===== src/rtl/nroot_fixed_engine_pkg.sv =====
// Shared types for the n-th root engine: FSM states, result width helper and
// the operand classes that bypass the guess search.
package nroot_pkg;

  typedef enum logic [2:0] {
    ST_IDLE,
    ST_TRIAL,
    ST_POW,
    ST_DECIDE,
    ST_DONE
  } state_e;

  typedef enum logic [1:0] {
    SP_NONE,
    SP_N_ZERO,
    SP_N_ONE,
    SP_X_ZERO
  } special_e;

  function automatic int rw(input int iw, input int fw);
    return iw + fw;
  endfunction

  // n==0 takes priority over x==0: an undefined root saturates regardless of x.
  function automatic special_e classify(input logic n_zero, input logic n_one,
                                        input logic x_zero);
    if (n_zero) return SP_N_ZERO;
    if (n_one)  return SP_N_ONE;
    if (x_zero) return SP_X_ZERO;
    return SP_NONE;
  endfunction

endpackage


===== src/rtl/nroot_fixed_engine_pow_unit.sv =====
// Iterative g^n in Q(IW).(FW): one truncating multiply per cycle, stopping early
// as soon as a partial product exceeds X.
module nroot_pow_unit
  import nroot_pkg::*;
#(
  parameter int IW = 10,
  parameter int FW = 10,
  parameter int EW = 3,
  localparam int RW = rw(IW, FW)
) (
  input  logic          clk,
  input  logic          rst,
  input  logic          start,
  input  logic [RW-1:0] g,
  input  logic [RW-1:0] x_fix,
  input  logic [EW-1:0] n,
  output logic [RW-1:0] p,
  output logic          ovf,
  output logic          done
);

  logic [RW-1:0]   p_q, p_d, g_q, g_d;
  logic [EW-1:0]   rem_q, rem_d;
  logic            ovf_q, ovf_d, run_q, run_d;
  logic [2*RW-1:0] prod, lim;
  logic            over;

  always_comb begin
    prod = {{RW{1'b0}}, p_q} * {{RW{1'b0}}, g_q};
    lim  = {{IW{1'b0}}, x_fix, {FW{1'b0}}};
    over = prod > lim;
    // done covers the multiply in flight so the caller moves on the same edge
    done = run_q & (over | (rem_q == EW'(1)));
    p_d   = p_q;
    g_d   = g_q;
    rem_d = rem_q;
    ovf_d = ovf_q;
    run_d = run_q;
    if (start) begin
      p_d   = g;
      g_d   = g;
      rem_d = n - EW'(1);
      ovf_d = 1'b0;
      run_d = 1'b1;
    end else if (run_q) begin
      if (over) begin
        ovf_d = 1'b1;
        run_d = 1'b0;
      end else begin
        p_d   = prod[RW+FW-1:FW];
        rem_d = rem_q - EW'(1);
        if (rem_q == EW'(1)) run_d = 1'b0;
      end
    end
  end

  always_ff @(posedge clk or posedge rst) begin
    if (rst) begin
      p_q   <= '0;
      g_q   <= '0;
      rem_q <= '0;
      ovf_q <= 1'b0;
      run_q <= 1'b0;
    end else begin
      p_q   <= p_d;
      g_q   <= g_d;
      rem_q <= rem_d;
      ovf_q <= ovf_d;
      run_q <= run_d;
    end
  end

  assign p   = p_q;
  assign ovf = ovf_q;

endmodule


===== src/rtl/nroot_fixed_engine.sv =====
// Fixed-point n-th root: out = floor(x^(1/n)) in Q(IW).(FW), MSB-first guess search.
// Optional NROOT_EXACT_EN adds out_exact, flagging results whose n-th power equals X.
//  state  | meaning
//  IDLE   | waiting for an operand, in_ready high
//  TRIAL  | form guess res|bit, start the power unit
//  POW    | power unit iterating, wait for done
//  DECIDE | keep or drop the bit, exit on bit 0 or exact hit
//  DONE   | result presented until out_ready
module nroot_fixed_engine
  import nroot_pkg::*;
#(
  parameter int IW = 10,
  parameter int FW = 10,
  parameter int EW = 3,
  localparam int RW = rw(IW, FW)
) (
  input  logic          clk,
  input  logic          rst,
  input  logic          in_valid,
  output logic          in_ready,
  input  logic [IW-1:0] in_x,
  input  logic [EW-1:0] in_n,
  output logic          out_valid,
  input  logic          out_ready,
  output logic [RW-1:0] out_data,
  output logic          busy
`ifdef NROOT_EXACT_EN
  ,
  output logic          out_exact
`endif
);

  localparam int BW = $clog2(RW);

  state_e        state_q, state_d;
  logic [RW-1:0] x_fix_q, x_fix_d, res_q, res_d, trial;
  logic [EW-1:0] n_q, n_d;
  logic [BW-1:0] bit_q, bit_d;
  logic          exact_q, exact_d, pow_start, pow_done, pow_ovf, accept, hit;
  logic [RW-1:0] pow_p;

  nroot_pow_unit #(.IW(IW), .FW(FW), .EW(EW)) u_pow (
    .clk   (clk),
    .rst   (rst),
    .start (pow_start),
    .g     (trial),
    .x_fix (x_fix_q),
    .n     (n_q),
    .p     (pow_p),
    .ovf   (pow_ovf),
    .done  (pow_done)
  );

  always_comb begin
    trial     = res_q | (RW'(1) << bit_q);
    accept    = !pow_ovf && (pow_p <= x_fix_q);
    hit       = accept && (pow_p == x_fix_q);
    state_d   = state_q;
    x_fix_d   = x_fix_q;
    n_d       = n_q;
    res_d     = res_q;
    bit_d     = bit_q;
    exact_d   = exact_q;
    pow_start = 1'b0;
    unique case (state_q)
      ST_IDLE: begin
        if (in_valid) begin
          x_fix_d = {in_x, {FW{1'b0}}};
          n_d     = in_n;
          res_d   = '0;
          bit_d   = BW'(RW - 1);
          exact_d = 1'b0;
          state_d = ST_DONE;
          unique case (classify(in_n == '0, in_n == EW'(1), in_x == '0))
            SP_N_ZERO: res_d = '1;
            SP_N_ONE: begin
              res_d   = {in_x, {FW{1'b0}}};
              exact_d = 1'b1;
            end
            SP_X_ZERO: exact_d = 1'b1;
            default:   state_d = ST_TRIAL;
          endcase
        end
      end
      ST_TRIAL: begin
        pow_start = 1'b1;
        state_d   = ST_POW;
      end
      ST_POW: if (pow_done) state_d = ST_DECIDE;
      ST_DECIDE: begin
        if (accept) res_d = trial;
        if (bit_q == '0 || hit) begin
          exact_d = hit;
          state_d = ST_DONE;
        end else begin
          bit_d   = bit_q - BW'(1);
          state_d = ST_TRIAL;
        end
      end
      ST_DONE: if (out_ready) state_d = ST_IDLE;
      default: state_d = ST_IDLE;
    endcase
  end

  always_ff @(posedge clk or posedge rst) begin
    if (rst) begin
      state_q <= ST_IDLE;
      x_fix_q <= '0;
      n_q     <= '0;
      res_q   <= '0;
      bit_q   <= '0;
      exact_q <= 1'b0;
    end else begin
      state_q <= state_d;
      x_fix_q <= x_fix_d;
      n_q     <= n_d;
      res_q   <= res_d;
      bit_q   <= bit_d;
      exact_q <= exact_d;
    end
  end

  assign in_ready  = (state_q == ST_IDLE);
  assign out_valid = (state_q == ST_DONE);
  assign busy      = (state_q != ST_IDLE);
  assign out_data  = res_q;
`ifdef NROOT_EXACT_EN
  assign out_exact = out_valid & exact_q;
`else
  logic unused_exact;
  assign unused_exact = exact_q;
`endif

endmodule


===== config.mk =====
export PLATFORM = sky130hd
export DESIGN_NAME = nroot_fixed_engine
export DESIGN_NICKNAME = d
export VERILOG_FILES = /design/src/rtl/nroot_fixed_engine_pkg.sv /design/src/rtl/nroot_fixed_engine_pow_unit.sv /design/src/rtl/nroot_fixed_engine.sv
export SDC_FILE = /design/constraint.sdc
export NUM_CORES = 1
export LEC_CHECK = 0
export ABC_AREA = 1
export CORE_ASPECT_RATIO = 1.2
export CORE_MARGIN = 2
export CORE_UTILIZATION = 36
export CTS_CLUSTER_DIAMETER = 100
export DETAILED_ROUTE_END_ITERATION = 10
export SETUP_SLACK_MARGIN = 0.5
export SLEW_MARGIN = 20
export SYNTH_ARGS = -nofsm -noshare
export SYNTH_HDL_FRONTEND = slang
export SYNTH_SLANG_ARGS = --single-unit
export TNS_END_PERCENT = 50

===== constraint.sdc =====
create_clock -name clk -period 11.07 [get_ports clk]
set_clock_uncertainty 0.15 [all_clocks]
set_input_delay 3.321 -clock clk [delete_from_list [all_inputs] [get_ports clk]]
set_output_delay 3.321 -clock clk [all_outputs]
set_load 0.01 [all_outputs]

==> results.ini <==
[place]
portBuffers = 39
post-dp-hpwl_mm = 46.1
routability_congestion_estimate_from_global_placement = 0.976

[logic_synthesis]
leading_area_contributor_after_synthesis = sky130_fd_sc_hd__fa_1
synth_top_family_by_area = adder cells
synth_fa_ha_area_share_pct = 44.9
synth.lib_cells_used.distinct = 39
syn-num-nets = 3182
yosysSeqAreaShare_pct = 11.2
synth.yosys.warnings = 0
synth.ff_latch_count = 86
synth_compound_gate_area_share_pct = 4.00
synthMuxAreaShare_pct = 0
synth_top_area_share_pct = 33.3
synth.avg_cell_area_um2 = 7.21
yosys.area_share.simple_pct = 22.7
ys_top_cells_by_area = sky130_fd_sc_hd__fa_1 (33%), sky130_fd_sc_hd__nand2_1 (16%), sky130_fd_sc_hd__inv_1 (14%), sky130_fd_sc_hd__ha_1 (12%), sky130_fd_sc_hd__dfrtp_1 (11%)
synthXorXnorAreaFrac_pct = 0.820
syn_area_um2 = 19200
post_synth_inst_count = 2667

[routing]
post_drt_wl_per_cell_um = 16.6
wirelength_mm = 55.4
postRouteAntennaNets = 0
wl_met2_mm = 28.7
dr.max_layer_used = met4
drt_iter0_markers = 1007
count_of_vias_placed_by_the_detailed_router = 16000
routed-wl-met3_mm = 2.24
detailed_router_iteration_count_before_antenna_repair = 5
routed_met1_length_mm = 22.8
vias_per_cell = 4.77
drc = 0

[final_layout]
fin_nets = 3151
antennaDiodeCount = 0
layout-area-overhead-vs-synth_pct = 7.00
layout.filler_cells = 5491
drive_above_1_share_pct = 2.76

[critical_path]
rr_endpoint = u_pow.p[10]
worst_setup_path_startpoint = u_pow.g_q[11]
timing.setup.critical_path_class = reg2reg
timing.critical_path.to_type = flop
timing.critical_path.slowest_stage_cell = sky130_fd_sc_hd__dfrtp_1
r2r-start = u_pow.g_q[11]
worst_setup_sp_type = flop
cell_count_of_the_worst_reg_to_reg_path = 37
critical_path_required_ns = 11.15
critPathArrivalTime_ns = 9.57
timing.critical_path.slowest_cell_delay_ns = 1.06
critical_path.max_fanout = 23
r2r_setup_slack_ns = 1.58
crit_end = u_pow.p[10]

[power]
power_density_nw_per_um2 = 272
ir_drop_mv = 0.153
leakagePower_nw = 12.7

[timing]
fin_tns_setup_ns = 0
grt_setup_unrepaired = no
timing.final.crit_period_ns = 9.49
period_share_pct = 85.7
holdWs_ns = 0.330
worstMarginPinSlew_ns = 1.11
final_hold_viol_count = 0
max_freq_mhz = 105
max_slew_margin_pct = 26.1
count_of_endpoints_failing_setup_in_the_final_report = 0
slew_viol_final = 0

[outcome]
outcome = finished, final reports clean

[die]
area_of_the_placeable_core_um2 = 52600
die_width_um = 215
number_of_placement_rows = 92
initial_core_util_pct = 36.5
die_height_um = 257
floorplan.die_area_um2 = 55300
floorplan.io_pins = 40

[clock_tree]
cts_hold_buffers = 0
cts_root_buf = sky130_fd_sc_hd__clkbuf_16
clk_pin_slew_worst_paths_ns = 0.07
clock_latency_ns = 0.37
cts_tree = done
htree_levels = 3
cts_inserted_buffers = 9
post_cts_setup_inserts = 0
cts.sinks = 86
cts_resizes = 0
max-clock-path-buffers = 2

[global_routing]
number_of_global_route_vias_before_repair = 17400
antenna_violations_before_repair = 0
grt_start_max_net_pins = 54
grt_pass1_wl_mm = 91.5
grt_usage_pct = 20.9
grt_overflow = 0

[worst_hold_path]
timing.hold.worst.class = reg2reg

[job]
max-cap-violations = 0

-- area by class of cell --
cell class,instances,area (µm²),area share (%)
Multi-Input combinational cell,1747,13900,67.7
Inverter,731,2750,13.3
Sequential cell,86,2150,10.5
Tap cell,705,882,4.29
Timing Repair Buffer,61,556,2.70
Clock buffer,10,229,1.11
Clock inverter,6,80.1,0.389
-- stage by stage --
step           instances  setup slack [ns]  util [%]  cell area, µm²  total power [mW]
2_1_floorplan       2667              3.71         -           19200              3.74
3_3_place_gp        3330              1.69      38.5           20300              5.18
3_5_place_dp        3330              1.63      38.5           20300              5.25
4_1_cts             3346              1.56      39.1           20600              5.63
5_1_grt             3346              1.19      39.1           20600              6.27
6_report            3346              1.58      39.1           20600              5.60
-- kinds of logic (layout without fill, tap and decap cells) --
kind of cell,after synthesis,after routing
fa+ha+maj,498,498
flops,86,86
compound gates,147,147
xor+xnor,18,18
simple gates,1084,1084
buf+inv,834,808
-- Yosys cell counts (all sizes together) --
master	n
a21boi	1
a21o	1
a21oi	68
a221oi	1
a31oi	2
and2	1
and3	1
buf	9
clkbuf	94
dfrtp	86
fa	320
ha	178
inv	731
nand2	834
nand3	101
nand3b	7
nand4	11
nor2	91
nor3	14
nor3b	1
nor4	4
o2111ai	1
o21a	1
o21ai	68
o21bai	2
o221ai	2
or2	18
or4	1
xnor2	8
xor2	10
-- report_power, final --
part / total [mW] / leakage, nW / switching, mW / internal, mW
Clock: 0.324 / 0.146 / 0.145 / 0.179
Combinational: 4.44 / 11.4 / 2.81 / 1.62
Sequential: 0.843 / 1.12 / 0.405 / 0.439
-- state kept, by name (all words and copies together) (netlist names), 3 cells and up --
signal and flops:
u_pow.rem_q 3, out_data 20, u_pow.g_q 20, n_q 3, u_pow.p 20, state_q 3, bit_q 5, x_fix_q 10
-- cell usage in the layout (no fill, tap or decap), types with 2 or more instances in the layout --
master and instances:
sky130_fd_sc_hd__nand3_1 99, sky130_fd_sc_hd__inv_2 5, sky130_fd_sc_hd__a21oi_1 67, sky130_fd_sc_hd__dfrtp_1 86
sky130_fd_sc_hd__a31oi_1 2, sky130_fd_sc_hd__nand3_2 2, sky130_fd_sc_hd__o221ai_1 2, sky130_fd_sc_hd__o21ai_0 67
sky130_fd_sc_hd__o21bai_1 2, sky130_fd_sc_hd__nor4_1 4, sky130_fd_sc_hd__clkdlybuf4s50_1 39, sky130_fd_sc_hd__clkbuf_16 9
sky130_fd_sc_hd__nor3_1 13, sky130_fd_sc_hd__nor2_1 86, sky130_fd_sc_hd__ha_1 178, sky130_fd_sc_hd__nand2_2 3
sky130_fd_sc_hd__xnor2_1 8, sky130_fd_sc_hd__nand2_1 831, sky130_fd_sc_hd__or2_2 18, sky130_fd_sc_hd__nand3b_1 7
sky130_fd_sc_hd__inv_6 2, sky130_fd_sc_hd__inv_1 725, sky130_fd_sc_hd__buf_4 22, sky130_fd_sc_hd__fa_1 320
sky130_fd_sc_hd__xor2_1 10, sky130_fd_sc_hd__nand4_1 11, sky130_fd_sc_hd__nor2_2 5
-- how the worst min path moves through the flow --
| stage | depth (start not counted) | from | to |
|---|---|---|---|
| after floorplan | 2 | n_q[2] | n_q[2] |
| after global placement | 2 | u_pow.g_q[15] | u_pow.g_q[15] |
| after detailed placement | 2 | u_pow.g_q[15] | u_pow.g_q[15] |
| after CTS | 2 | u_pow.g_q[15] | u_pow.g_q[15] |
| after global routing | 2 | u_pow.g_q[15] | u_pow.g_q[15] |
| final | 2 | u_pow.g_q[15] | u_pow.g_q[15] |
-- critical path, delay by kind of cell (launching register included) --
kind            cells  cell delay (ns)
compound gates      3             0.54
simple gates       17             2.69
fa+ha+maj           9             4.15
xor+xnor            1             0.25
flops               1             1.06
buf+inv             7             0.48
-- routing by layer --
metal / GRT usage [%] / up-vias
li1: - / 7623
met1: 25.2 / 7822
met2: 39.1 / 413
met3: 1.96 / 97
met4: 6.39 / 0
met5: 0 / -
No activity file was read; power rests on OpenSTA's default activity.
